## src/rtl/uart_pkg.sv

```systemverilog
// Shared UART definitions: receiver state encoding, parity helper and
// counter-width helper reused by the receive and (future) transmit blocks.
package uart_pkg;

    typedef enum logic [2:0] {
        RX_IDLE,
        RX_START,
        RX_DATA,
        RX_PARITY,
        RX_STOP
    } rx_state_t;

    // Data narrower than 8 bits is zero-extended by the caller, which leaves the XOR unchanged.
    function automatic logic calcParity(input logic [7:0] data, input logic odd);
        return (^data) ^ odd;
    endfunction

    // Width of an occupancy counter that must be able to hold the value 'depth' itself.
    function automatic int cntWidth(input int depth);
        return $clog2(depth) + 1;
    endfunction

endpackage

```

## src/rtl/uart_rx_fifo.sv

```systemverilog
// Show-ahead circular receive FIFO with occupancy count and sticky overflow flag.
module uart_rx_fifo
    import uart_pkg::*;
#(
    parameter int DATA_W = 8,
    parameter int DEPTH  = 4
) (
    input  logic                       i_clk,
    input  logic                       i_rst_n,
    input  logic                       i_push,
    input  logic [DATA_W-1:0]          i_pushData,
    input  logic                       i_pop,
    input  logic                       i_clrErr,
    output logic [DATA_W-1:0]          o_headData,
    output logic                       o_empty,
    output logic                       o_full,
    output logic [cntWidth(DEPTH)-1:0] o_count,
    output logic                       o_overflow
);

    localparam int PW = $clog2(DEPTH);
    localparam int CW = cntWidth(DEPTH);

    logic [DATA_W-1:0] r_mem [DEPTH];
    logic [PW-1:0]     r_wrPtr;
    logic [PW-1:0]     r_rdPtr;
    logic [CW-1:0]     r_count;
    logic              r_overflow;

    logic w_empty;
    logic w_full;
    logic w_doPop;
    logic w_doPush;

    assign w_empty = (r_count == '0);
    assign w_full  = (r_count == CW'(DEPTH));
    // A pop on an empty FIFO is ignored; a push on a full FIFO only lands if a pop frees a slot.
    assign w_doPop  = i_pop && !w_empty;
    assign w_doPush = i_push && (!w_full || w_doPop);

    always_ff @(posedge i_clk) begin
        if (w_doPush) begin
            r_mem[r_wrPtr] <= i_pushData;
        end
    end

    always_ff @(posedge i_clk or negedge i_rst_n) begin
        if (!i_rst_n) begin
            r_wrPtr    <= '0;
            r_rdPtr    <= '0;
            r_count    <= '0;
            r_overflow <= 1'b0;
        end else begin
            if (w_doPush) begin
                r_wrPtr <= r_wrPtr + PW'(1);
            end
            if (w_doPop) begin
                r_rdPtr <= r_rdPtr + PW'(1);
            end
            r_count <= r_count + CW'(w_doPush) - CW'(w_doPop);
            if (i_push && !w_doPush) begin
                r_overflow <= 1'b1;
            end else if (i_clrErr) begin
                r_overflow <= 1'b0;
            end
        end
    end

    assign o_headData = w_empty ? '0 : r_mem[r_rdPtr];
    assign o_empty    = w_empty;
    assign o_full     = w_full;
    assign o_count    = r_count;
    assign o_overflow = r_overflow;

endmodule

```

## src/rtl/uart_rx_param.sv

```systemverilog
// Parametrised UART receiver: input synchroniser, bit-timing FSM with optional
// parity and 1-2 stop bits, sticky error flags and a show-ahead receive FIFO.
module uart_rx_param
    import uart_pkg::*;
#(
    parameter int CLKS_PER_BIT = 16,
    parameter int DATA_BITS    = 8,
    parameter int PARITY_EN    = 0,
    parameter int PARITY_ODD   = 0,
    parameter int STOP_BITS    = 1,
    parameter int FIFO_DEPTH   = 4
) (
    input  logic                            CLOCK,
    input  logic                            reset,
    input  logic                            Rx_raw,
    input  logic                            Rd_en,
    input  logic                            clr_err,
    output logic [DATA_BITS-1:0]            rx_data_out,
    output logic                            d_valid,
    output logic [cntWidth(FIFO_DEPTH)-1:0] fifo_count,
    output logic                            overflow,
    output logic                            FE,
    output logic                            PE,
    output logic                            SFE
);

    localparam int TW = $clog2(CLKS_PER_BIT);
    localparam int IW = $clog2(DATA_BITS + 1);
    localparam logic [TW-1:0] HALF_LOAD = TW'(CLKS_PER_BIT / 2 - 1);
    localparam logic [TW-1:0] FULL_LOAD = TW'(CLKS_PER_BIT - 1);

    rx_state_t r_state;
    rx_state_t w_nextState;

    logic                 r_sync1;
    logic                 r_rxS;
    logic                 r_rxPrev;
    logic [TW-1:0]        r_bitTimer;
    logic [IW-1:0]        r_bitIdx;
    logic [DATA_BITS-1:0] r_shift;
    logic                 r_parErr;
    logic                 r_push;
    logic                 r_fe;
    logic                 r_pe;
    logic                 r_sfe;

    logic w_fallEdge;
    logic w_timerZero;
    logic w_loadHalf;
    logic w_loadFull;
    logic w_sampleData;
    logic w_sampleParity;
    logic w_clrIdx;
    logic w_incIdx;
    logic w_pushSet;
    logic w_feSet;
    logic w_sfeSet;
    logic w_peSet;
    logic w_fifoEmpty;
    logic w_fifoFull;

    always_ff @(posedge CLOCK or negedge reset) begin
        if (!reset) begin
            r_sync1  <= 1'b1;
            r_rxS    <= 1'b1;
            r_rxPrev <= 1'b1;
        end else begin
            r_sync1  <= Rx_raw;
            r_rxS    <= r_sync1;
            r_rxPrev <= r_rxS;
        end
    end

    assign w_fallEdge  = !r_rxS && r_rxPrev;
    assign w_timerZero = (r_bitTimer == '0);

    always_ff @(posedge CLOCK or negedge reset) begin
        if (!reset) begin
            r_state <= RX_IDLE;
        end else begin
            r_state <= w_nextState;
        end
    end

    always_comb begin
        w_nextState    = r_state;
        w_loadHalf     = 1'b0;
        w_loadFull     = 1'b0;
        w_sampleData   = 1'b0;
        w_sampleParity = 1'b0;
        w_clrIdx       = 1'b0;
        w_incIdx       = 1'b0;
        w_pushSet      = 1'b0;
        w_feSet        = 1'b0;
        w_sfeSet       = 1'b0;
        case (r_state)
            RX_IDLE: begin
                if (w_fallEdge) begin
                    w_nextState = RX_START;
                    w_loadHalf  = 1'b1;
                end
            end
            RX_START: begin
                if (w_timerZero) begin
                    if (r_rxS) begin
                        w_sfeSet    = 1'b1;
                        w_nextState = RX_IDLE;
                    end else begin
                        w_nextState = RX_DATA;
                        w_loadFull  = 1'b1;
                        w_clrIdx    = 1'b1;
                    end
                end
            end
            RX_DATA: begin
                if (w_timerZero) begin
                    w_sampleData = 1'b1;
                    w_loadFull   = 1'b1;
                    // The index is reused to count stop bits, so it is cleared on the last data bit.
                    if (r_bitIdx == IW'(DATA_BITS - 1)) begin
                        w_clrIdx    = 1'b1;
                        w_nextState = (PARITY_EN != 0) ? RX_PARITY : RX_STOP;
                    end else begin
                        w_incIdx = 1'b1;
                    end
                end
            end
            RX_PARITY: begin
                if (w_timerZero) begin
                    w_sampleParity = 1'b1;
                    w_loadFull     = 1'b1;
                    w_nextState    = RX_STOP;
                end
            end
            RX_STOP: begin
                if (w_timerZero) begin
                    if (!r_rxS) begin
                        w_feSet     = 1'b1;
                        w_nextState = RX_IDLE;
                    end else if (r_bitIdx == IW'(STOP_BITS - 1)) begin
                        w_pushSet   = 1'b1;
                        w_nextState = RX_IDLE;
                    end else begin
                        w_incIdx   = 1'b1;
                        w_loadFull = 1'b1;
                    end
                end
            end
            default: begin
                w_nextState = RX_IDLE;
            end
        endcase
    end

    always_ff @(posedge CLOCK or negedge reset) begin
        if (!reset) begin
            r_bitTimer <= '0;
            r_bitIdx   <= '0;
            r_shift    <= '0;
            r_parErr   <= 1'b0;
            r_push     <= 1'b0;
        end else begin
            r_push <= w_pushSet;
            if (w_loadHalf) begin
                r_bitTimer <= HALF_LOAD;
            end else if (w_loadFull) begin
                r_bitTimer <= FULL_LOAD;
            end else if (r_state != RX_IDLE && !w_timerZero) begin
                r_bitTimer <= r_bitTimer - TW'(1);
            end
            if (w_clrIdx) begin
                r_bitIdx <= '0;
            end else if (w_incIdx) begin
                r_bitIdx <= r_bitIdx + IW'(1);
            end
            if (w_sampleData) begin
                r_shift <= {r_rxS, r_shift[DATA_BITS-1:1]};
            end
            if (w_loadHalf) begin
                r_parErr <= 1'b0;
            end else if (w_sampleParity) begin
                r_parErr <= (r_rxS != calcParity(8'(r_shift), PARITY_ODD != 0));
            end
        end
    end

    // The shift register and parity result stay stable through the push cycle,
    // since a new frame cannot reach its first data sample that quickly.
    assign w_peSet = r_push && r_parErr;

    always_ff @(posedge CLOCK or negedge reset) begin
        if (!reset) begin
            r_fe  <= 1'b0;
            r_pe  <= 1'b0;
            r_sfe <= 1'b0;
        end else begin
            r_sfe <= w_sfeSet;
            if (w_feSet) begin
                r_fe <= 1'b1;
            end else if (clr_err) begin
                r_fe <= 1'b0;
            end
            if (w_peSet) begin
                r_pe <= 1'b1;
            end else if (clr_err) begin
                r_pe <= 1'b0;
            end
        end
    end

    uart_rx_fifo #(
        .DATA_W (DATA_BITS),
        .DEPTH  (FIFO_DEPTH)
    ) u_fifo (
        .i_clk      (CLOCK),
        .i_rst_n    (reset),
        .i_push     (r_push),
        .i_pushData (r_shift),
        .i_pop      (Rd_en),
        .i_clrErr   (clr_err),
        .o_headData (rx_data_out),
        .o_empty    (w_fifoEmpty),
        .o_full     (w_fifoFull),
        .o_count    (fifo_count),
        .o_overflow (overflow)
    );

    assign d_valid = !w_fifoEmpty;
    assign FE      = r_fe;
    assign PE      = r_pe;
    assign SFE     = r_sfe;

endmodule

```

## config.mk

```make
export PLATFORM = sky130hd
export DESIGN_NAME = uart_rx_param
export DESIGN_NICKNAME = d
export VERILOG_FILES = /design/src/rtl/uart_pkg.sv /design/src/rtl/uart_rx_fifo.sv /design/src/rtl/uart_rx_param.sv
export SDC_FILE = /design/constraint.sdc
export NUM_CORES = 1
export LEC_CHECK = 0
export ABC_AREA = 1
export CAP_MARGIN = 20
export CORE_AREA = 2 2 97 61
export DETAILED_ROUTE_END_ITERATION = 8
export DIE_AREA = 0 0 99 63
export HOLD_SLACK_MARGIN = 0.06
export MAX_ROUTING_LAYER = met4
export PLACE_DENSITY = 0.89
export SKIP_LAST_GASP = 1
export SLEW_MARGIN = 20
export SYNTH_ARGS = -nofsm -noshare
export SYNTH_HDL_FRONTEND = slang
export SYNTH_SLANG_ARGS = --single-unit
```

## constraint.sdc

```tcl
create_clock -name CLOCK -period 5.45 [get_ports CLOCK]
set_input_delay 1.09 -clock CLOCK [delete_from_list [all_inputs] [get_ports CLOCK]]
set_output_delay 1.09 -clock CLOCK [all_outputs]
set_load 0.005 [all_outputs]
```

==> run summary, run 1 <==
Outcome = finished, final reports clean
Syn Area/Cell = 9.73 um2
Hold WS = 0.357 ns
# setup viols final = 0
Sinks on the clock net = 67
Max incr delay on CP = 0.77 ns
Clock-pin slew on the worst setup and hold paths = 0.07 ns
Yosys warns = 0
Yosys reg bits = 67
Post-route ant nets = 0
Most common cell after layout, fill and taps aside = nor2_1
FP Rows = 21
CTS Hold Buffers Added = 0
Top cells by area, synth = edfxtp_1, dfrtp_1, nor2_1
First-pass GRT wire length = 10,300 um
Worst EP arrival = 2.17 ns
RePlAce Congestion = 0.941
Hold crit path type = reg2reg
Area Overhead vs Synth = 14.8%
Total GRT Usage = 0.225
Die Span X = 99 um
Clock latency at the later pin of the worst-skew pair = 0.34 ns
Tot Pwr = 1.62 mW
Mapped Area = 3120 um2
WP buf/inv = 1
Worst-Margin Slew = 0.670 ns
Port Buf Inserts = 20
Total wire length = 5980 um
Io pins = 21
First drt pass iteration count = 5
Grt ovf = 0
Slew headroom = 0.553
Post-CTS setup buffers = 0
Post-synth top area share = 0.308
DIE AREA = 6240 um2
Count of final max-slew check failures = 0
Initial Util = 0.580
CTS Buf Count = 9
Worst setup EP type = output pin
CTS max path bufs = 2
CP startpoint kind = register
Cell Area, Placed = 3390 um2
Placed Instances = 406
Final setup TNS = 0 ns
Critical-path cell list = nor2_1, nor2_1, o21ai_0, a21oi_1, clkdlybuf4s50_1
Layout Cell Area excl Fill = 3590 um2
Cell mode on critical path = nor2_1
Cells after Synth = 321
RSZ-0062 raised after global routing = no
Critical Path Fanout Max = 19
DRT iter0 DRCs = 180
Most frequent cells in the layout = nor2_1, inv_1, nand2_1, dfrtp_1, edfxtp_1
Final period utilization = 0.598
Die H = 63 um
CP top delay family = flip-flops
Minimum clock period = 3.26 ns
Maximum VDD drop = 0.229 mV
Final Skew = 0.00839 ns
Post-CTS Resized = 0
Max Cap Viol = 0
Count of different cell masters after synthesis = 31
Syn Nets = 336
Antenna Cells = 0
Nets@finish = 363
CTS H-tree lvls = 3
Filler cell count in the final layout = 391
Finished Layout Cells = 422
Fmax = 0.307 GHz
Fraction of layout cells with a size suffix above 1 = 0.0935
Final core occ = 0.666
Pwr/cell area = 452 nW/um2
Slowest cell on crit path = dfrtp_1
Final count of hold timing violations = 0
Setup CP Type = reg2out
HPWL after detailed placement = 4380 um
CTS tree = yes
Core Region = 5390 um2
Worst Path Required = 4.36 ns
Vias in the first global route = 2,139
DRC = 0
Post-synthesis sequential area ratio = 0.589
Detailed-route via count = 2,218
Largest net degree at the start of global routing = 36
Final worst setup slack = 2.19 ns
Leading area contributor after synthesis = edfxtp_1
Initial antenna violation count = 0
Place WS = 2.30 ns
Root Buffer = clkbuf_8
Vias per cell = 5.26
Lkg Pwr = 1.58 nW
Wire per inst = 14.2 um
==> routing by layer <==
metal	GRT usage	wire (um)	part of all wire	vias up
li1	-	-	-	1093
met1	0.322	2800	0.47	1011
met2	0.310	2530	0.42	108
met3	0.0682	586	0.098	6
met4	0.0736	63	0.011	0
met5	-	0	0	-
==> worst register-to-register path: stages, from the launching register on <==
cell	delay (ns)
dfrtp_1	0.43
nor2_1	0.19
nand2_1	0.12
inv_2	0.19
nor2_1	0.13
ha_1	0.29
inv_1	0.04
ha_1	0.18
fa_1	0.38
xor2_1	0.18
==> cell type report <==
type                       instances  area [um2]  area share
sequential                        67        1840       0.513
multi-input combinational        199        1070       0.299
timing repair buffer              21         208      0.0579
inverter                          50         188      0.0523
clock buffer                       9         124      0.0345
tap                               69        86.3      0.0241
clock inverter                     7        68.8      0.0192
==> cell usage after synthesis <==
master,number
nand2_2,2
nand3_1,17
xor2_1,7
dfrtp_1,32
o21ai_1,1
buf_2,4
nor2_8,1
a31oi_1,2
nor3_1,1
xnor2_1,2
nand4_1,2
clkinv_1,1
nand3_2,1
ha_1,9
o211ai_1,1
o22ai_1,2
nor2_2,1
edfxtp_1,32
inv_1,47
nor2_4,2
nand2_4,4
o21ai_0,31
fa_1,1
nor2_1,57
mux2_2,1
dfstp_2,3
nor4_1,2
a21oi_1,12
clkbuf_1,1
inv_2,2
nand2_1,40
==> final timing paths <==
check	start	end	slack, ns	cells past startpoint
worst max-delay path	u_fifo.r_rdPtr[0]	rx_data_out[7]	2.19	5
worst min-delay path	r_sync1	r_rxS	0.36	0
worst max register to register	u_fifo.o_count[1]	u_fifo.o_count[2]	3.20	9
worst min register to register	r_sync1	r_rxS	0.36	0
max in group asynchronous	reset	r_sync1	3.96	2
min in group asynchronous	reset	r_bitIdx[0]	1.15	2
==> flip-flops by register name (all words and copies together) (netlist names), 2 cells and up <==
signal / count
r_bitTimer: 4
u_fifo.r_wrPtr: 2
r_state: 3
u_fifo.o_count: 3
r_bitIdx: 4
u_fifo.r_rdPtr: 2
u_fifo.r_mem: 32
r_shift: 8
==> cell families (layout without fill, tap and decap cells) <==
logic type / count (synthesis) / in the layout / share of synthesized area
simple gates: 130 / 130 / 0.191
flops: 67 / 67 / 0.589
buf+inv: 55 / 87 / 0.0677
compound gates: 49 / 49 / 0.0809
fa+ha+maj: 10 / 10 / 0.0425
xor+xnor: 9 / 9 / 0.0252
mux: 1 / 1 / 0.00361
==> report_power, final <==
part | internal, mW | leakage [nW] | switching, mW | total, mW
registers | 0.590 | 0.727 | 0.0830 | 0.673
logic | 0.256 | 0.759 | 0.303 | 0.558
clock network | 0.209 | 0.0966 | 0.180 | 0.390
Note: power is estimated with default switching activity, not from simulation.
==> run 2: changes to the inputs <==
--- a/config.mk
+++ b/config.mk
@@ -7,12 +7,12 @@
 export LEC_CHECK = 0
 export ABC_AREA = 1
 export CAP_MARGIN = 20
-export CORE_AREA = 2 2 97 61
+export CORE_AREA = 2 2 98 62
 export DETAILED_ROUTE_END_ITERATION = 8
-export DIE_AREA = 0 0 99 63
+export DIE_AREA = 0 0 100 64
 export HOLD_SLACK_MARGIN = 0.06
 export MAX_ROUTING_LAYER = met4
-export PLACE_DENSITY = 0.89
+export PLACE_DENSITY = 0.87
 export SKIP_LAST_GASP = 1
 export SLEW_MARGIN = 20
 export SYNTH_ARGS = -nofsm -noshare
==> constraint.sdc (replaced) <==
create_clock -name CLOCK -period 3.4 [get_ports CLOCK]
set_input_delay 0.68 -clock CLOCK [delete_from_list [all_inputs] [get_ports CLOCK]]
set_output_delay 0.68 -clock CLOCK [all_outputs]
set_load 0.005 [all_outputs]
==> run summary, run 2 (synthesized netlist as in run 1, its figures left out) <==
Worst-Margin Slew = 0.737 ns (+0.0667 ns)
Final core occ = 0.660 (-0.00525)
WP buf/inv = 2 (+1)
Pwr/cell area = 752 nW/um2 (+67%)
First-pass GRT wire length = 10,800 um (+5.0%)
Hold WS = 0.357 ns (-0.0000660 ns)
HPWL after detailed placement = 4540 um (+3.6%)
Area of the multi-input gates = 1070 um2 (unchanged)
R2R depth = 9 (unchanged)
Clock-pin slew on the worst setup and hold paths = 0.07 ns (about the same)
Filler cell count in the final layout = 425 (+8.7%)
Detailed-route via count = 2,317 (+4.5%)
CTS Buf Count = 9 (unchanged)
Flop2flop setup slack = 1.23 ns (-1.97 ns)
Core Region = 5470 um2 (+1.5%)
Total wire length = 6620 um (+11%)
Setup CP Type = reg2out
Largest net degree at the start of global routing = 36 (unchanged)
Hold Path Sink = r_rxS
CTS tree = yes
Lkg Pwr = 1.59 nW (+0.39%)
Post-CTS Resized = 0 (unchanged)
Outcome = finished, final reports clean
DRT iter0 DRCs = 270 (+50%)
Fmax = 0.339 GHz
Vias in the first global route = 2,208 (+3.2%)
Root Buffer = clkbuf_8
Hold_sp = r_sync1
FP Rows = 21 (unchanged)
Biggest register = u_fifo.r_mem
Final Skew = 0.00635 ns (-0.00205 ns)
RePlAce Congestion = 0.916 (-2.7%)
First drt pass iteration count = 5 (unchanged)
Worst Path Required = 2.72 ns (-1.64 ns)
RSZ-0062 raised after global routing = no
Area Overhead vs Synth = 15.6%
RR Startpoint = u_fifo.o_count[1]
Maximum VDD drop = 0.620 mV (+170%)
Count of final max-slew check failures = 0 (unchanged)
CP top delay family = buffers and inverters
Vias per cell = 5.49 (+4.5%)
Worst EP arrival = 2.27 ns (+0.10 ns)
Most frequent cells in the layout = nor2_1, inv_1, nand2_1, dfrtp_1, edfxtp_1
# setup viols final = 0 (unchanged)
Sinks on the clock net = 67 (unchanged)
Grt ovf = 0 (unchanged)
Final setup TNS = 0 ns (unchanged)
Die H = 64 um (+1.6%)
Final count of hold timing violations = 0 (unchanged)
Register area = 1840 um2 (unchanged)
CTS H-tree lvls = 3 (unchanged)
Most common cell after layout, fill and taps aside = nor2_1
Post-CTS setup buffers = 0 (unchanged)
Slowest cell on crit path = dfrtp_1
Minimum clock period = 2.95 ns
Slew headroom = 0.507 (-0.0463)
Clock latency at the later pin of the worst-skew pair = 0.35 ns (about the same)
Initial antenna violation count = 0 (unchanged)
Critical-path cell list = clkinv_1, nor2_1, o21ai_0, a21oi_1, clkdlybuf4s50_1
DRC = 0 (unchanged)
Max reg flops = 32 (unchanged)
RR Endpoint = u_fifo.o_count[2]
CP startpoint kind = register
Worst Hold Depth = 0 (unchanged)
Biggest regs = u_fifo.r_mem (32), r_shift (8)
Io pins = 21 (unchanged)
Final period utilization = 0.869
Hold crit path type = reg2reg
Initial Util = 0.571 (-0.00836)
DIE AREA = 6400 um2 (+2.6%)
Antenna Cells = 0 (unchanged)
Post-route ant nets = 0 (unchanged)
Port Buf Inserts = 20 (unchanged)
Total GRT Usage = 0.235 (+0.00942)
Nets@finish = 363 (unchanged)
Max incr delay on CP = 0.52 ns (-0.25 ns)
Fraction of layout cells with a size suffix above 1 = 0.0935 (unchanged)
Wire per inst = 15.7 um (+11%)
CTS max path bufs = 2 (unchanged)
Critical Path Fanout Max = 9 (-10)
Worst setup EP type = output pin
CTS Hold Buffers Added = 0 (unchanged)
Die Span X = 100 um (+1.0%)
Max Cap Viol = 0 (unchanged)
run 2: cell types whose count changed in the layout (fill, tap and decap cells not counted), sizes merged:
cell / change
clkinvlp: +1
clkinv: -2
bufinv: +1
run 2: area by class of cell:
class                   count  area share
clock buffers               9      0.0343
clock inverters             7      0.0256
inverters                  50      0.0520
multi-input cells         199       0.297
flip-flops and latches     67       0.510
well taps                  69      0.0239
repair buffers             21      0.0575
run 2: power by group:
group	internal, mW	leakage [nW]	switching [mW]
clock	0.410	0.103	0.309
combinational	0.410	0.759	0.511
sequential	0.945	0.727	0.133
total	1.76	1.59	0.952
run 2: worst reg2reg max path, cell delays in order, from the launching register on:
cell	delay [ns]
dfrtp_1	0.43
nor2_1	0.17
nand2_1	0.11
inv_2	0.18
nor2_1	0.12
ha_1	0.28
inv_1	0.04
ha_1	0.18
fa_1	0.37
xor2_1	0.17
run 2: how the worst max path moves through the flow:
| stage | startpoint | end | slack [ns] | depth (start not counted) |
|---|---|---|---|---|
| after floorplan | u_fifo.o_count[1] | u_fifo.o_count[2] | 1.41 | 9 |
| after global placement | Rd_en | u_fifo.r_mem[3][6] | 0.79 | 5 |
| after detailed placement | Rd_en | u_fifo.r_mem[1][2] | 0.65 | 5 |
| after CTS | u_fifo.r_rdPtr[1] | rx_data_out[6] | 0.46 | 5 |
| after global routing | u_fifo.r_rdPtr[1] | rx_data_out[6] | 0.27 | 5 |
| final | u_fifo.r_rdPtr[1] | rx_data_out[6] | 0.45 | 5 |
run 2: through the flow:
step / cells / instance area (um2) / setup WS [ns] / total power, mW
after global placement: 406 / 3390 / 0.791 / 1.96
after floorplan: 321 / 3120 / 1.41 / 1.63
after CTS: 422 / 3610 / 0.457 / 2.72
after global routing: 422 / 3610 / 0.271 / 2.89
after detailed placement: 406 / 3390 / 0.653 / 2.00
final: 422 / 3610 / 0.446 / 2.72
run 2: metal layers:
| metal | track usage | up-vias | part of all wire |
|---|---|---|---|
| met5 | - | - | 0 |
| met2 | 0.341 | 100 | 0.45 |
| li1 | - | 1091 | - |
| met3 | 0.0591 | 17 | 0.076 |
| met1 | 0.315 | 1109 | 0.46 |
| met4 | 0.108 | 0 | 0.023 |
==> run 3: changes to the inputs <==
--- a/config.mk
+++ b/config.mk
@@ -6,6 +6,7 @@
 export NUM_CORES = 1
 export LEC_CHECK = 0
 export ABC_AREA = 1
+export ABC_CLOCK_PERIOD_IN_PS = 3400
 export CAP_MARGIN = 20
 export CORE_AREA = 2 2 98 62
 export DETAILED_ROUTE_END_ITERATION = 8
==> results of run 3 <==
Final layout, timing and power as in run 2 (identical DEF).
